[src/rtl/reaction_pkg.sv]
// rtl/reaction_pkg.sv - shared constants for the reaction-timer input stage
package reaction_pkg;

  localparam int BTN_START = 0;
  localparam int BTN_REACT = 1;

  localparam int NUM_BTNS_DEFAULT        = 2;
  localparam int DEBOUNCE_CYCLES_DEFAULT = 10000;
  localparam int CNT_W_DEFAULT           = 16;

endpackage

[src/rtl/debounce_channel.sv]
// rtl/debounce_channel.sv - one button: synchroniser, stability counter, level and edge pulses
module debounce_channel #(
  parameter int DEBOUNCE_CYCLES = 10000,
  parameter int CNT_W           = 16
) (
  input  logic clk,
  input  logic rst_n,
  input  logic raw,
  output logic level,
  output logic press,
  output logic release_pulse
);

  localparam logic [CNT_W-1:0] CNT_LAST = CNT_W'(DEBOUNCE_CYCLES - 1);

  logic             sync1;
  logic             sync2;
  logic             stable;
  logic [CNT_W-1:0] cnt;

  always_ff @(posedge clk or negedge rst_n) begin
    if (!rst_n) begin
      sync1         <= 1'b0;
      sync2         <= 1'b0;
      stable        <= 1'b0;
      cnt           <= '0;
      press         <= 1'b0;
      release_pulse <= 1'b0;
    end else begin
      sync1         <= raw;
      sync2         <= sync1;
      press         <= 1'b0;
      release_pulse <= 1'b0;
      if (sync2 == stable) begin
        cnt <= '0;
      end else if (cnt == CNT_LAST) begin
        // change has held for the full window: accept it and emit one edge pulse
        stable        <= sync2;
        cnt           <= '0;
        press         <= sync2;
        release_pulse <= ~sync2;
      end else begin
        cnt <= cnt + CNT_W'(1);
      end
    end
  end

  assign level = stable;

endmodule

[src/rtl/button_conditioner.sv]
// rtl/button_conditioner.sv - debounced levels and press/release pulses for all buttons
module button_conditioner
  import reaction_pkg::*;
#(
  parameter int NUM_BTNS        = NUM_BTNS_DEFAULT,
  parameter int DEBOUNCE_CYCLES = DEBOUNCE_CYCLES_DEFAULT,
  parameter int CNT_W           = CNT_W_DEFAULT
) (
  input  logic                clk,
  input  logic                rst_n,
  input  logic [NUM_BTNS-1:0] btn_raw,
  output logic [NUM_BTNS-1:0] btn_level,
  output logic [NUM_BTNS-1:0] btn_press,
  output logic [NUM_BTNS-1:0] btn_release,
  output logic                any_press
);

  for (genvar i = 0; i < NUM_BTNS; i++) begin : g_ch
    debounce_channel #(
      .DEBOUNCE_CYCLES(DEBOUNCE_CYCLES),
      .CNT_W          (CNT_W)
    ) u_ch (
      .clk          (clk),
      .rst_n        (rst_n),
      .raw          (btn_raw[i]),
      .level        (btn_level[i]),
      .press        (btn_press[i]),
      .release_pulse(btn_release[i])
    );
  end

  assign any_press = |btn_press;

endmodule

[config.mk]
export PLATFORM = sky130hd
export DESIGN_NAME = button_conditioner
export DESIGN_NICKNAME = d
export VERILOG_FILES = /design/src/rtl/reaction_pkg.sv /design/src/rtl/debounce_channel.sv /design/src/rtl/button_conditioner.sv
export SDC_FILE = /design/constraint.sdc
export NUM_CORES = 1
export LEC_CHECK = 0
export CORE_MARGIN = 4
export CORE_UTILIZATION = 58
export CTS_CLUSTER_SIZE = 25
export DETAILED_ROUTE_END_ITERATION = 12
export PLACE_DENSITY = 0.78
export REMOVE_ABC_BUFFERS = 1
export SYNTH_ARGS = -nofsm -noshare
export SYNTH_HDL_FRONTEND = slang
export SYNTH_SLANG_ARGS = --single-unit
[constraint.sdc]
create_clock -name clk -period 2.4 [get_ports clk]
set_clock_uncertainty 0.05 [all_clocks]
set_input_delay 0.24 -clock clk [delete_from_list [all_inputs] [get_ports clk]]
set_output_delay 0.24 -clock clk [all_outputs]
set_load 0.02 [all_outputs]
==> results_dict.tcl <==
set metrics [dict create \
    critical_path.max_fanout 5 \
    drv_slew 0 \
    ys_top_cells_by_area "sky130_fd_sc_hd__dfrtp_1, sky130_fd_sc_hd__xnor2_1, sky130_fd_sc_hd__nor2_1, sky130_fd_sc_hd__nand4_1, sky130_fd_sc_hd__nor4_1" \
    post_synth_design_cell_area_um2 1920 \
    worstHoldPathType "input port to flop" \
    mostFrequentLayoutCell "sky130_fd_sc_hd__dfrtp_1" \
    numPortBuffers 10 \
    grt_remaining_overflow 0 \
    wire_length_of_the_first_global_routing_pass_mm 6.35 \
    synth-seq-cells 42 \
    cts_setup_buffers 0 \
    fin_setup_tns_ns 0 \
    number_of_antenna_violations_at_the_first_check_in_global_routing 0 \
    final_report_hold_violation_count 0 \
    final_number_of_setup_violating_endpoints 0 \
    finalWeightedCongestion 0.780 \
    p_per_area_nw_per_um2 640 \
    detail_route.drc_violations 0 \
    via_count 1315 \
    timing_worst_slew_pin_value_ns 0.887 \
    route.detailed.vias_per_inst 5.57 \
    layout.cells.most_common_list "sky130_fd_sc_hd__dfrtp_1, sky130_fd_sc_hd__nor2_1, sky130_fd_sc_hd__xnor2_1" \
    final-seq-area_um2 1050 \
    multi_input_comb_area_um2 790 \
    min_period_over_period_pct 85.0 \
    grt_util_all_layers_pct 19.8 \
    max_freq_mhz 490 \
    route.antenna.remaining_nets 0 \
    netlist.top_cell.by_area "sky130_fd_sc_hd__dfrtp_1" \
    synthesis.area_per_instance_um2 10.6 \
    totalPowerFinal_mw 1.36 \
    synth.top_cell.area_share_pct 54.8 \
    areaGrowthSynthToFinish_pct 11.0 \
    vdd_drop_max_mv 0.419 \
    synth.distinct_cells 26 \
    tritoncts "done" \
    fillCellCount 252 \
    timing.max_cap.violations 0 \
    fp.dieH_um 65.5 \
    clk_tree_root_cell "sky130_fd_sc_hd__clkbuf_4" \
    synth_seq_area_share_pct 54.8 \
    fp-row-count 20 \
    routed_wirelength_mm 3.47 \
    clock_latency_ns 0.37 \
    fp.dieArea_um2 4290 \
    drive_gt1_share_pct 7.81 \
    worst-setup-path-type "flop to flop" \
    status "finished, final reports clean" \
    floorplan.io_pins 11 \
    grt_setup_unrepaired "false" \
    yosys_warnings 0 \
    antenna_fix_cells 0 \
    cts_resized 0 \
    drt-wirelength-per-cell_um 14.7 \
    max_slew_margin_pct 40.8 \
    dp_hpwl_mm 2.21 \
    crit_arrival_ns 2.26 \
    critPathCaptureType "flop" \
    start_kind "flop" \
    detailedRoute.firstPassIterationCount 4 \
    cts_hold_buf 1 \
    power.leakage_nw 0.882 \
    cts_htree_levels 2 \
    synthesis.instances 181 \
    cts_buffers 5 \
    clkTransAtPathRegs_ns 0.13 \
    cts_num_sinks 42 \
    detail_route.iter0.violations 109 \
    critical_path_required_ns 2.62 \
    grt_start_max_net_pins 43 \
    final.min_clock_period_ns 2.04 \
    start_util_pct 61.9 \
    coreArea_um2 3100 \
    fin_nets 197 \
    floorplan.die.width_um 65.5 \
    cts_max_path_buffers 2 \
    first_global_vias 1323 \
]
-- path summary, 6_finish.rpt --
path	from	to	slack (ns)	cells after the start
max	g_ch[1].u_ch.cnt[6]$_DFF_PN0_	g_ch[1].u_ch.level$_DFFE_PN0P_	0.36	3
min	btn_raw[0]	g_ch[0].u_ch.sync1$_DFF_PN0_	0.26	1
max reg2reg	g_ch[1].u_ch.cnt[6]$_DFF_PN0_	g_ch[1].u_ch.level$_DFFE_PN0P_	0.36	3
min reg2reg	g_ch[0].u_ch.sync1$_DFF_PN0_	g_ch[0].u_ch.sync2$_DFF_PN0_	0.31	0
max in group asynchronous	rst_n	g_ch[1].u_ch.press$_DFF_PN0_	1.26	2
min in group asynchronous	rst_n	g_ch[0].u_ch.cnt[9]$_DFF_PN0_	0.47	2
-- critical path, stage by stage (launching register included) --
cell                      delay [ns]
sky130_fd_sc_hd__dfrtp_1        0.44
sky130_fd_sc_hd__or4_1          0.54
sky130_fd_sc_hd__or4_4          0.60
sky130_fd_sc_hd__mux2_4         0.32
-- layer usage --
metal	wire, um	global-route usage [%]	vias up
met3	147	6.50	5
met4	36	6.22	0
met5	0	0	-
met1	1620	26.4	655
li1	-	-	632
met2	1660	30.5	23
-- registers in the layout (all words and copies together) (netlist names) --
| signal | flops |
|---|---|
| g_ch.u_ch.cnt | 32 |
| g_ch.u_ch.level | 2 |
| g_ch.u_ch.release_pulse | 2 |
| g_ch.u_ch.press | 2 |
| g_ch.u_ch.sync1 | 2 |
| g_ch.u_ch.sync2 | 2 |
-- power by group --
part,leakage (nW),total (mW),switching [mW],internal [mW]
registers,0.573,0.731,0.0116,0.719
logic,0.251,0.0420,0.0278,0.0142
clock network,0.0585,0.591,0.238,0.353
-- cells by family (layout without fill, tap and decap cells) --
| group | after synthesis | after routing | synth area share [%] |
|---|---|---|---|
| xor gates and xnor gates | 30 | 30 | 13.7 |
| adders and majority gates | 2 | 2 | 1.30 |
| buffers and inverters | 13 | 24 | 4.11 |
| DFF | 42 | 42 | 54.8 |
| muxes | 2 | 2 | 1.37 |
| and+or+nand+nor | 92 | 92 | 24.8 |
-- synthesized netlist by cell type (all sizes together) --
master and count:
xor2 6, ha 2, and3 3, nor4b 1, dfrtp 42, xnor2 24
and4 1, nor2 34, nor4 9, nand3 8, and4b 1, buf 7
nor3 8, nor3b 4, nand4 9, mux2 2, or4 3, inv 5
clkbuf 1, or2 1, nand2 10
-- through the flow --
step                util, %  cell area (um2)  cells  setup slack (ns)  hold slack [ns]
CTS                    68.7             2130    236             0.376            0.248
global route           68.7             2130    236             0.323            0.235
floorplan                 -             1860    173             0.439           -0.106
finish                 68.7             2130    236             0.359            0.262
detailed placement     64.8             2010    227             0.389            0.290
global placement       64.8             2010    227             0.422            0.287
-- final cells by class --
type / instances / area share (%)
multi-input combinational: 126 / 37.1
timing repair buffer: 11 / 4.93
sequential: 42 / 49.3
inverter: 5 / 0.881
clock buffer: 6 / 2.41
clock inverter: 2 / 2.82
tap: 44 / 2.58
(Power assumes the default switching activity.)
